==> src/rtl/gcd_pkg.sv <==
// Shared types and default widths for the GCD job sequencer and its job queue.
package gcd_pkg;

  localparam int OPW_DEF  = 12;
  localparam int CNTW_DEF = 16;

  typedef enum logic [2:0] {
    ST_IDLE    = 3'd0,
    ST_START   = 3'd1,
    ST_RUN     = 3'd2,
    ST_WAITLOW = 3'd3,
    ST_REPORT  = 3'd4
  } gcd_state_e;

endpackage

==> src/rtl/gcd_job_fifo.sv <==
// Circular job queue with wrapping pointers; push and pop strobes arrive already
// qualified by the clock enable, and a push into a full queue is always refused.
module gcd_job_fifo #(
  parameter int DEPTH = 4,
  parameter int W     = 13
) (
  input  logic                     CLK,
  input  logic                     RESETn,
  input  logic                     push_i,
  input  logic [W-1:0]             wdata_i,
  input  logic                     pop_i,
  output logic [W-1:0]             rdata_o,
  output logic                     full_o,
  output logic                     empty_o,
  output logic [$clog2(DEPTH):0]   count_o
);

  localparam int AW = $clog2(DEPTH);

  logic [W-1:0]  mem_q [DEPTH];
  logic [AW-1:0] wptr_q;
  logic [AW-1:0] rptr_q;
  logic [AW:0]   count_q;
  logic          do_push;
  logic          do_pop;

  assign full_o  = (count_q == (AW+1)'(DEPTH));
  assign empty_o = (count_q == '0);
  assign count_o = count_q;
  assign rdata_o = mem_q[rptr_q];

  // Fullness is judged before the pop, so a same-cycle pop never frees a slot early.
  assign do_push = push_i & ~full_o;
  assign do_pop  = pop_i & ~empty_o;

  always_ff @(posedge CLK or negedge RESETn) begin
    if (!RESETn) begin
      wptr_q  <= '0;
      rptr_q  <= '0;
      count_q <= '0;
    end else begin
      if (do_push) wptr_q <= wptr_q + 1'b1;
      if (do_pop)  rptr_q <= rptr_q + 1'b1;
      case ({do_push, do_pop})
        2'b10:   count_q <= count_q + 1'b1;
        2'b01:   count_q <= count_q - 1'b1;
        default: count_q <= count_q;
      endcase
    end
  end

  always_ff @(posedge CLK) begin
    if (do_push) mem_q[wptr_q] <= wdata_i;
  end

endmodule

==> src/rtl/gcd_job_seq.sv <==
// Sequences queued GCD jobs onto a single core: start pulse, cycle counting with
// timeout, single-entry result slot and a sticky interrupt.
module gcd_job_seq
  import gcd_pkg::*;
#(
  parameter int DEPTH   = 4,
  parameter int OPW     = OPW_DEF,
  parameter int CNTW    = CNTW_DEF,
  parameter int TIMEOUT = 4095
) (
  input  logic                      CLK,
  input  logic                      RESETn,
  input  logic                      CLKEN,
  // Handshakes: a transfer happens on an enabled edge where valid and ready are
  // both 1; valid holds its payload until accepted, ready may change freely.
  input  logic                      job_valid,
  output logic                      job_ready,
  input  logic [OPW-1:0]            job_opcode,
  input  logic                      job_ct,
  output logic                      core_start,
  output logic [OPW-1:0]            core_opcode,
  output logic                      core_ct,
  input  logic                      core_done,
  output logic                      res_valid,
  input  logic                      res_ready,
  output logic [OPW-1:0]            res_opcode,
  output logic [CNTW-1:0]           res_cycles,
  output logic                      res_timeout,
  output logic                      irq,
  input  logic                      irq_en,
  input  logic                      irq_clr,
  output logic                      busy,
  output logic [$clog2(DEPTH):0]    pending,
  output gcd_state_e                dbg_state
);

  localparam int FW = OPW + 1;
  localparam logic [CNTW-1:0] TO_LIM = CNTW'(TIMEOUT);

  gcd_state_e     state_q;
  logic           start_q;
  logic [OPW-1:0] op_q;
  logic           ct_q;
  logic           done_r_q;
  logic [CNTW-1:0] cnt_q;
  logic [CNTW-1:0] cap_cyc_q;
  logic           cap_to_q;
  logic           cap_pend_q;
  logic           res_valid_q;
  logic [OPW-1:0] res_op_q;
  logic [CNTW-1:0] res_cyc_q;
  logic           res_to_q;
  logic           irq_q;

  logic           fifo_full;
  logic           fifo_empty;
  logic [FW-1:0]  fifo_rdata;
  logic           job_push;
  logic           fifo_pop;
  logic           res_pop;
  logic           done_rise;
  logic           load_res;
  logic [CNTW-1:0] cnt_inc;

  gcd_job_fifo #(
    .DEPTH (DEPTH),
    .W     (FW)
  ) u_fifo (
    .CLK     (CLK),
    .RESETn  (RESETn),
    .push_i  (job_push),
    .wdata_i ({job_ct, job_opcode}),
    .pop_i   (fifo_pop),
    .rdata_o (fifo_rdata),
    .full_o  (fifo_full),
    .empty_o (fifo_empty),
    .count_o (pending)
  );

  // Ready is forced low for the whole reset and rises as soon as reset releases.
  assign job_ready = RESETn & ~fifo_full;
  assign job_push  = CLKEN & job_valid & job_ready;
  assign fifo_pop  = CLKEN & (state_q == ST_IDLE) & ~fifo_empty & ~core_done;
  assign res_pop   = CLKEN & res_valid_q & res_ready;
  assign done_rise = core_done & ~done_r_q;
  assign cnt_inc   = (cnt_q == '1) ? cnt_q : cnt_q + 1'b1;

  // A captured result moves into the slot only once the slot has drained.
  assign load_res  = CLKEN & cap_pend_q & ~res_valid_q &
                     ((state_q == ST_REPORT) | (state_q == ST_WAITLOW));

  assign core_start  = start_q & CLKEN;
  assign core_opcode = op_q;
  assign core_ct     = ct_q;
  assign res_valid   = res_valid_q;
  assign res_opcode  = res_op_q;
  assign res_cycles  = res_cyc_q;
  assign res_timeout = res_to_q;
  assign irq         = irq_q;
  assign busy        = (state_q != ST_IDLE);
  assign dbg_state   = state_q;

  always_ff @(posedge CLK or negedge RESETn) begin
    if (!RESETn) begin
      state_q     <= ST_IDLE;
      start_q     <= 1'b0;
      op_q        <= '0;
      ct_q        <= 1'b0;
      done_r_q    <= 1'b0;
      cnt_q       <= '0;
      cap_cyc_q   <= '0;
      cap_to_q    <= 1'b0;
      cap_pend_q  <= 1'b0;
      res_valid_q <= 1'b0;
      res_op_q    <= '0;
      res_cyc_q   <= '0;
      res_to_q    <= 1'b0;
      irq_q       <= 1'b0;
    end else if (CLKEN) begin
      done_r_q <= core_done;
      start_q  <= 1'b0;

      if (res_pop) res_valid_q <= 1'b0;
      if (load_res) begin
        res_valid_q <= 1'b1;
        res_op_q    <= op_q;
        res_cyc_q   <= cap_cyc_q;
        res_to_q    <= cap_to_q;
        cap_pend_q  <= 1'b0;
      end

      // Setting wins over a simultaneous clear.
      if (load_res && irq_en) irq_q <= 1'b1;
      else if (irq_clr)       irq_q <= 1'b0;

      case (state_q)
        ST_IDLE: begin
          if (fifo_pop) begin
            op_q    <= fifo_rdata[OPW-1:0];
            ct_q    <= fifo_rdata[OPW];
            start_q <= 1'b1;
            state_q <= ST_START;
          end
        end
        ST_START: begin
          cnt_q   <= '0;
          state_q <= ST_RUN;
        end
        ST_RUN: begin
          cnt_q <= cnt_inc;
          // The cycle that sees the done edge is itself counted.
          if (done_rise) begin
            cap_cyc_q  <= cnt_inc;
            cap_to_q   <= 1'b0;
            cap_pend_q <= 1'b1;
            state_q    <= ST_REPORT;
          end else if (cnt_inc == TO_LIM) begin
            cap_cyc_q  <= cnt_inc;
            cap_to_q   <= 1'b1;
            cap_pend_q <= 1'b1;
            state_q    <= ST_WAITLOW;
          end
        end
        ST_WAITLOW: begin
          if (!core_done && !res_valid_q && !cap_pend_q) state_q <= ST_IDLE;
        end
        ST_REPORT: begin
          if (load_res) state_q <= core_done ? ST_WAITLOW : ST_IDLE;
        end
        default: state_q <= ST_IDLE;
      endcase
    end
  end

endmodule
==> config.mk <==
export PLATFORM = sky130hd
export DESIGN_NAME = gcd_job_seq
export DESIGN_NICKNAME = d
export VERILOG_FILES = /design/src/rtl/gcd_pkg.sv /design/src/rtl/gcd_job_fifo.sv /design/src/rtl/gcd_job_seq.sv
export SDC_FILE = /design/constraint.sdc
export NUM_CORES = 1
export LEC_CHECK = 0
export ABC_CLOCK_PERIOD_IN_PS = 3600
export BUFFER_PORTS_ARGS = -buffer_cell sky130_fd_sc_hd__buf_4
export CORE_MARGIN = 2
export CORE_UTILIZATION = 25
export DETAILED_ROUTE_END_ITERATION = 16
export GPL_TIMING_DRIVEN = 0
export PLACE_DENSITY = 0.41
export SYNTH_ARGS = -nofsm -noshare
export SYNTH_HDL_FRONTEND = slang
export SYNTH_SLANG_ARGS = --single-unit
==> constraint.sdc <==
create_clock -name CLK -period 3.6 [get_ports CLK]
set_clock_uncertainty 0.1 [all_clocks]
set_input_delay 0.36 -clock CLK [delete_from_list [all_inputs] [get_ports CLK]]
set_output_delay 0.36 -clock CLK [all_outputs]
set_load 0.03 [all_outputs]
After elaboration in Yosys (flattened, before gate mapping):

Memory sizes are Yosys's and may differ from the RTL's. A register that Yosys moved wholly into a read port is not among the register bits.
Index checks and enable logic that the tools add are counted.

* bits in registers: 77
* memories kept: 1
* RAM bits: 52

* reduce and logical (&&, ||, !) cells: 22
* equal/unequal tests: 13
* add/subtract/negate cells: 5
* mux-type cells: 26
* bitwise logic cells: 21

Memories
* u_fifo.mem_q: depth 4, width 13, read ports 1, clocked after Yosys merged registers in 1, write ports 1, line gcd_job_fifo.sv:20 `logic [W-1:0] mem_q [DEPTH];`

Operator list (count)
* 2-to-1 mux 16 bit: 3
* one-hot mux 16 bit (2 select lines): 1
* adder 16 x 1 -> 16 bit (second input constant): 1
* equality test 16 x 12 -> 1 bit (second input constant): 1
* equality test 16 bit (second input constant): 1
* AND 1 bit: 15
* 2-to-1 mux 3 bit: 5
* one-hot mux 3 bit (5 select lines): 1
* 2-to-1 mux 1 bit: 14
* nonzero test 2 bit: 5
* AND reduction 2 bit: 4
* equality test 3 x 2 -> 1 bit (second input constant): 2
* equality test 3 bit (second input constant): 2
* logical NOT 3 bit: 2
* one-hot mux 3 bit (2 select lines): 1
* AND reduction 3 bit: 2
* NOT 1 bit: 5
* AND reduction 5 bit: 1
* adder 2 x 1 -> 2 bit (second input constant): 2
* logical NOT 1 bit: 4
* inequality test 2 x 1 -> 1 bit (second input constant): 2
* adder 3 x 1 -> 3 bit (second input constant): 1
* equality test 3 x 1 -> 1 bit (second input constant): 1
* logical AND 1 bit: 3
* other kinds (8): 8

Longest topological paths before layout:

Gate-level depths: netlist of run 1.

* depth after elaboration: 7
* depth in mapped cells: 12
* depth with buffers taken out: 10

Cells and area by module:

From an unflattened synthesis of run 1, not the netlist that was laid out.

* cells, all modules: 472
* area total of the unflattened synthesis: 6277.3 µm²

By module, submodules not included
* gcd_job_seq: instances 1, area an instance 3942.5 µm², cells each 367
* gcd_job_fifo: instances 1, area an instance 2334.7 µm², cells each 105

Least setup slack after synthesis of run 1:

No wires, ideal clock.

* path type: register to register
* from: reg cnt_q[0]
* to: reg cap_cyc_q[10]
* buffers on the path: 2
* arrival: 2623 ps
* path slack: 752 ps
* stages on the path, launching flop included: 11
* cells stage by stage: dfrtp_1 > ha_1 > buf_2 > nand4_2 > nor4_1 > mux2i_1 > nand4b_1 > nor4_4 > nor2_4 > buf_6 > mux2_4

* word-level cells in the longest chain between the ends: 5
* elaborated cells between the ends (all ways): 8
* classes of those cells: add/sub (1); eq/ne (2); mux (3); reduce/logical (2)

Ends and longest elaborated chain
* start, declared: line gcd_job_seq.sv:45 `logic [CNTW-1:0] cnt_q;`
* start signal, assigned: line gcd_job_seq.sv:150 `cnt_q <= cnt_inc;`
* adder 16 x 1 -> 16 bit / equality test 16 bit (equally long branches): line gcd_job_seq.sv:86 `assign cnt_inc = (cnt_q == '1) ? cnt_q : cnt_q + 1'b1;`
* 2-to-1 mux 16 bit (*): line gcd_job_seq.sv:86
* equality test 16 x 12 -> 1 bit: line gcd_job_seq.sv:157 `end else if (cnt_inc == TO_LIM) begin`
* nonzero test 2 bit (no line)
* AND reduction 3 bit (no line)
* end signal, assigned: line gcd_job_seq.sv:153 `cap_cyc_q <= cnt_inc;`
* end signal, assigned: line gcd_job_seq.sv:158 `cap_cyc_q <= cnt_inc;`
* end, declared: line gcd_job_seq.sv:46 `logic [CNTW-1:0] cap_cyc_q;`

Every way passes the cells marked *; elsewhere a longest branch is shown, timed or not. The select of a mux whose other input is x is not followed.
A chain may end at the register's enable or synchronous reset.

Worst setup path after layout of run 1:

* from: reg cnt_q[0]
* to: reg cap_cyc_q[13]

Same word-level chain as after synthesis.

==> impl_metrics.toml, run 1 <==
[yosys]
ys_seq_elements = 142
syn_avg_cell_area_um2 = 13.89
syn-num-nets = 474
yosys_warnings = 0
synth_edf_count = 52
seq_area_frac_synth_pct = 61.55
synth_area_leaders = "dfrtp_1 (36%), edfxtp_1 (25%), mux2_2 (9.1%)"
yosysUniqueCellTypes = 56
synth_top_area_share_pct = 36.35
synth_area_um2 = 6196
synth_ff_type = "dfrtp_1"
syn_inst = 446
synth_top_cell_by_area = "dfrtp_1"
synthArstFlopShare_pct = 63.38
ys_top_cells_by_count = "dfrtp_1 (90), edfxtp_1 (52), mux2_2 (50)"
yosys.cell_count.top_type = "dfrtp_1"

[clocking]
clock_path_buffers = 2
clk-insertion-delay-late_ns = 0.42
numCtsBuffers = 17
ctsHtreeMaxLevel = 4
cts_sinks = 142
clockRootBuffer = "clkbuf_16"
clk_pin_slew_worst_paths_ns = 0.06
cts_tree = "done"

[drt]
wl_per_cell_um = 16.56
wirelength_um = 14580
drt-initial-drc-count = 227
ant_nets = 0
via_per_inst = 4.475
drc = 0
num_vias = 3938
drt_pre_antenna_iters = 4

[placement]
dp_hpwl_um = 9982
port-buffer-count = 73
place.gp.congestion = 0.8138
placedCellCount = 843

[grt]
grt_pass1_wl_um = 23720
use_met3_pct = 3.133
grt_use_met1_pct = 14.34
grt_busiest_layer = "met2"
grt_max_degree = 92
grt_util_met2_pct = 20.45
grt_antenna_before_repair = 0
grt_pass1_vias = 4180
grt_util_all_layers_pct = 11.82
grt_overflow = 0

[timing]
finalMaxSlewViolations = 0
grt_setup_unrepaired = "no"
worst_slew_pin_slew_ns = 0.8549
setup_viol = 0
min_period_over_period_pct = 92.81
period_needed_ns = 3.341
fmax_mhz = 299.3
slew_headroom_pct = 43.01
setup_tns_ns = 0
hold_viol_final = 0

[power_and_ir_drop]
switching_share_pct = 34.65
ir_drop_uv = 337.4
powerDensity_nw_per_um2 = 744.0
p_leak_nw = 3.297
intPower_mw = 3.792
p_switching_mw = 2.011
combPwrFrac_pct = 31.9
clockPowerShare_pct = 29.9
seq_power_share_pct = 38.2

[flow_run]
maxCapViolCount = 0

[min_path]
hold_class = "in2reg"
worstHoldStart = "job_opcode[9]"
min_to = "u_fifo.mem_q[2][9]$_DFFE_PP_"
hold_depth = 1

[layout]
final-seq-area_um2 = 3814
fin_nets = 571
antenna_cells = 0
instances_no_fill = 880
area_growth_pct = 25.87
drive_above_1_share_pct = 36.87
fillers = 2444
multi_input_comb_area_um2 = 2205

[floorplanning]
core-area_um2 = 24320
die_y_um = 161.4
fp.dieW_um = 161.4
start_util_pct = 25.48
dieArea_um2 = 26060
ioPinCount = 74
placementRows = 57

[setup_path]
rr_startpoint = "cnt_q[0]$_DFFE_PN0P_"
criticalPathCategory = "reg2reg"
worstSetupStartpointType = "register"
crit_slowest_cell = "o41ai_1"
r2r_cells = 10
cp-end-kind = "register"
max_stage_delay_ns = 0.69
cp_cell_sequence = "ha_1 -> buf_2 -> nand4_2 -> o41ai_1 -> a31oi_1 -> o22ai_2 -> nor4_4 -> nor2_4 -> buf_6 -> mux2_4"
regToRegSetupSlack_ns = 0.26
worstReg2RegEnd = "cap_cyc_q[13]$_DFFE_PN0P_"
path_max_fanout = 10
critPathArrivalTime_ns = 3.55
cp.required_ns = 3.80

[run_status]
status = "finished clean"
-- layer usage --
layer	up-vias	wire length, um
met5	-	0
met4	0	164
met3	16	538
met2	77	7406
met1	2004	6468
li1	1841	-
-- placed cells by master (no fill, tap or decap), types with 7 or more instances in the layout --
cell	netlist	layout
clkbuf_1	12	13
a31oi_1	7	7
a21oi_1	13	13
mux2_2	50	50
buf_4	1	77
dfrtp_1	90	90
inv_1	16	16
mux4_2	13	13
nand2_1	27	27
clkbuf_16	0	17
edfxtp_1	52	52
nor2_1	24	24
o21ai_0	26	26
-- final cells by class --
class	count	area share, %
plain buffers	26	1.588
clock buffers	18	5.503
clock inverters	14	1.973
inverters	16	0.7701
multi-input cells	262	28.27
flip-flops and latches	142	48.90
well taps	324	5.198
repair buffers	78	7.797
-- cell families (layout without fill, tap and decap cells) --
group	Yosys count	in the layout	synth area share, %
xor+xnor	11	11	1.555
simple gates	101	101	9.350
fa+ha+maj	7	7	1.535
compound gates	71	71	7.371
mux	72	72	15.67
flops	142	142	61.55
buf+inv	42	152	2.968
-- timing repair --
item	4_1_cts	5_1_grt
hold buffers	0	1
gates resized for setup	0	1
endpoints found under the setup margin	0	8
setup buffers	0	3
endpoints found under the hold margin	0	50
-- sequential cells by signal, indices dropped and copies added, names as in the netlist, 2 cells and up --
register,cells
u_fifo.mem_q,52
cap_cyc_q,16
cnt_q,16
res_cycles,16
core_opcode,12
res_opcode,12
dbg_state,3
u_fifo.count_o,3
u_fifo.rptr_q,2
u_fifo.wptr_q,2
-- power groups by stage --
stage                     clock [mW]  combinational, mW  sequential, mW
after floorplan                    0              0.857            2.57
after global placement             0               1.86            2.24
after detailed placement           0               1.88            2.25
after CTS                       1.79               1.88            2.22
after global routing            1.87               2.01            2.27
final                           1.74               1.85            2.22
-- stage by stage --
stage          power [mW]  utilization [%]  setup WS, ns  hold slack [ns]  area [um^2]
4_1_cts             5.896            31.80       0.09741          0.01806         7732
6_report            5.802            32.07        0.2589          0.03782         7799
5_1_grt             6.138            32.07       0.04003          0.02140         7799
3_3_place_gp        4.099            29.40        0.1614           0.3727         7149
3_5_place_dp        4.130            29.40        0.1024           0.3758         7149
2_1_floorplan       3.427                -        0.7517         -0.03559         6196
-- worst max-delay path by stage --
stage | cells past startpoint | startpoint | endpoint
6_report | 10 | cnt_q[0]$_DFFE_PN0P_ | cap_cyc_q[13]$_DFFE_PN0P_
5_1_grt | 10 | cnt_q[0]$_DFFE_PN0P_ | cap_cyc_q[10]$_DFFE_PN0P_
4_1_cts | 10 | cnt_q[0]$_DFFE_PN0P_ | cap_cyc_q[9]$_DFFE_PN0P_
3_5_place_dp | 10 | cnt_q[0]$_DFFE_PN0P_ | cap_cyc_q[13]$_DFFE_PN0P_
3_3_place_gp | 10 | cnt_q[0]$_DFFE_PN0P_ | cap_cyc_q[13]$_DFFE_PN0P_
2_1_floorplan | 10 | cnt_q[0]$_DFFE_PN0P_ | cap_cyc_q[10]$_DFFE_PN0P_
-- critical path, delay by kind of cell (launching register included) --
family / cells / cell delay, ns
AO/OA/AOI/OAI: 3 / 1.07
adder cells (fa/ha/maj): 1 / 0.20
buffers and inverters: 2 / 0.39
flip-flops: 1 / 0.51
multiplexers: 1 / 0.31
AND/OR/NAND/NOR: 3 / 0.64
(Power assumes the default switching activity.)
==> run 2, diff against run 1 <==
- CORE_MARGIN: 2 -> default
==> impl_metrics.toml, run 2 (synthesized netlist as in run 1, its figures left out) <==
[run_status]
status = "finished clean"

[layout]
final_cell_mix = "dfrtp_1 (90), buf_4 (76), edfxtp_1 (52)"
instances_no_fill = 877
top_register = "u_fifo.mem_q"
drive_above_1_share_pct = 36.71
largest_reg_flops = 52
layout_commonest_cell = "dfrtp_1"
area_growth_pct = 25.10
antenna_cells = 0
fillers = 2447
fin_nets = 568

[drt]
drt-initial-drc-count = 165
num_vias = 3983
wirelength_um = 14980
ant_nets = 0
wl_per_cell_um = 17.08
via_per_inst = 4.542
drt_pre_antenna_iters = 4
drc = 0

[setup_path]
cp.required_ns = 3.81
regToRegSetupSlack_ns = 0.25
critPathLaunch = "cnt_q[0]$_DFFE_PN0P_"
critical_path.top_delay_family = "simple AND/OR/NAND/NOR gates"
worstSetupStartpointType = "register"
path_buf_inv = 2
path_max_fanout = 10
rr_startpoint = "cnt_q[0]$_DFFE_PN0P_"
crit_slowest_cell = "dfrtp_1"
cp.depth = 10
r2r_cells = 10
criticalPathCategory = "reg2reg"
cp-end-kind = "register"
worstReg2RegEnd = "cap_cyc_q[13]$_DFFE_PN0P_"
cp_cell_sequence = "ha_1 -> buf_2 -> nand4_2 -> nor4_2 -> mux2i_1 -> nand4b_1 -> nor4_4 -> nor2_4 -> buf_6 -> mux2_4"
max_stage_delay_ns = 0.52
critPathArrivalTime_ns = 3.56
crit_end = "cap_cyc_q[13]$_DFFE_PN0P_"

[floorplanning]
fp.dieW_um = 159.4
start_util_pct = 25.48
dieArea_um2 = 25420
ioPinCount = 74
core-area_um2 = 24320
die_y_um = 159.4
placementRows = 57

[timing]
period_needed_ns = 3.353
worst_slew_pin_slew_ns = 1.248
slew_headroom_pct = 16.81
whs_ns = 0.03084
setup_viol = 0
setup_tns_ns = 0
min_period_over_period_pct = 93.13
fmax_mhz = 298.3
finalMaxSlewViolations = 0
grt_setup_unrepaired = "no"
hold_viol_final = 0

[clocking]
ctsHtreeMaxLevel = 4
clock_path_buffers = 2
cts_sinks = 142
ctsHoldBuffers = 0
clockRootBuffer = "clkbuf_16"
cts_tree = "done"
numCtsBuffers = 17
clk-insertion-delay-late_ns = 0.43
clk_pin_slew_worst_paths_ns = 0.07

[min_path]
hold_depth = 1
hold_class = "in2reg"

[grt]
grt_util_all_layers_pct = 12.51
grt_max_degree = 92
grt_pass1_wl_um = 24140
grt_pass1_vias = 4137
grt_overflow = 0
grt_antenna_before_repair = 0

[power_and_ir_drop]
p_leak_nw = 3.259
ir_drop_uv = 311.8
powerDensity_nw_per_um2 = 750.7

[flow_run]
maxCapViolCount = 0

[placement]
place.gp.congestion = 0.8110
port-buffer-count = 73
dp_hpwl_um = 10180
placedCellCount = 843
-- run 2: cell types whose count changed in the layout (fill, tap and decap cells not counted) --
cell,before,now
bufinv_16,2,1
clkinv_4,3,1
inv_6,6,3
clkinv_2,3,0
dlygate4sd3_1,1,0
inv_8,0,5
buf_16,1,0
buf_4,77,76
clkinvlp_4,0,4
-- run 2: how the worst min path moves through the flow --
stage | from | slack [ns] | to
after global placement | cap_cyc_q[12]$_DFFE_PN0P_ | 0.36 | cap_cyc_q[12]$_DFFE_PN0P_
after global routing | job_opcode[2] | 0.008 | u_fifo.mem_q[2][2]$_DFFE_PP_
after detailed placement | cap_cyc_q[12]$_DFFE_PN0P_ | 0.37 | cap_cyc_q[12]$_DFFE_PN0P_
after CTS | job_opcode[2] | 0.01 | u_fifo.mem_q[0][2]$_DFFE_PP_
final | job_opcode[2] | 0.03 | u_fifo.mem_q[0][2]$_DFFE_PP_
after floorplan | RESETn | -0.04 | cap_cyc_q[0]$_DFFE_PN0P_
-- run 2: final cells by class --
class	count	area, um^2	share of cell area (%)
buffer	26	123.9	1.598
clock buffer	18	429.2	5.537
clock inverter	14	151.4	1.953
inverter	16	60.06	0.7748
multi-input combinational	262	2205	28.44
sequential	142	3814	49.20
tap	324	405.4	5.230
timing repair buffer	75	563.0	7.264
-- run 2: stage by stage --
step	worst slack [ns]	instance area [um^2]	power (mW)	utilization [%]
after floorplan	0.7517	6196	3.427	-
after global placement	0.1428	7149	4.108	29.40
after global routing	0.02688	7751	6.154	31.87
after detailed placement	0.1388	7149	4.141	29.40
after CTS	0.1407	7730	5.913	31.78
final	0.2472	7751	5.819	31.87
-- run 2: power by group --
part           total [mW]  internal (mW)  leakage [nW]  switching (mW)
Sequential           2.21           1.99          1.64           0.226
Combinational        1.86          0.771          1.35            1.09
Clock                1.74          0.981         0.273           0.764
Total                5.82           3.74          3.26            2.08
-- run 2: metal layers --
| layer | vias up | routed length (um) | GRT usage [%] |
|---|---|---|---|
| met5 | - | 0 | 0 |
| met4 | 0 | 212 | 4.021 |
| met3 | 17 | 660 | 3.412 |
| met2 | 109 | 7429 | 21.01 |
| met1 | 2019 | 6679 | 15.57 |
| li1 | 1838 | - | - |
-- run 2: timing repair --
item / in CTS / in global routing
setup buffers: 0 / 2
gates resized for setup: 0 / 1
endpoints found under the setup margin: 0 / 8
endpoints found under the hold margin: 0 / 0
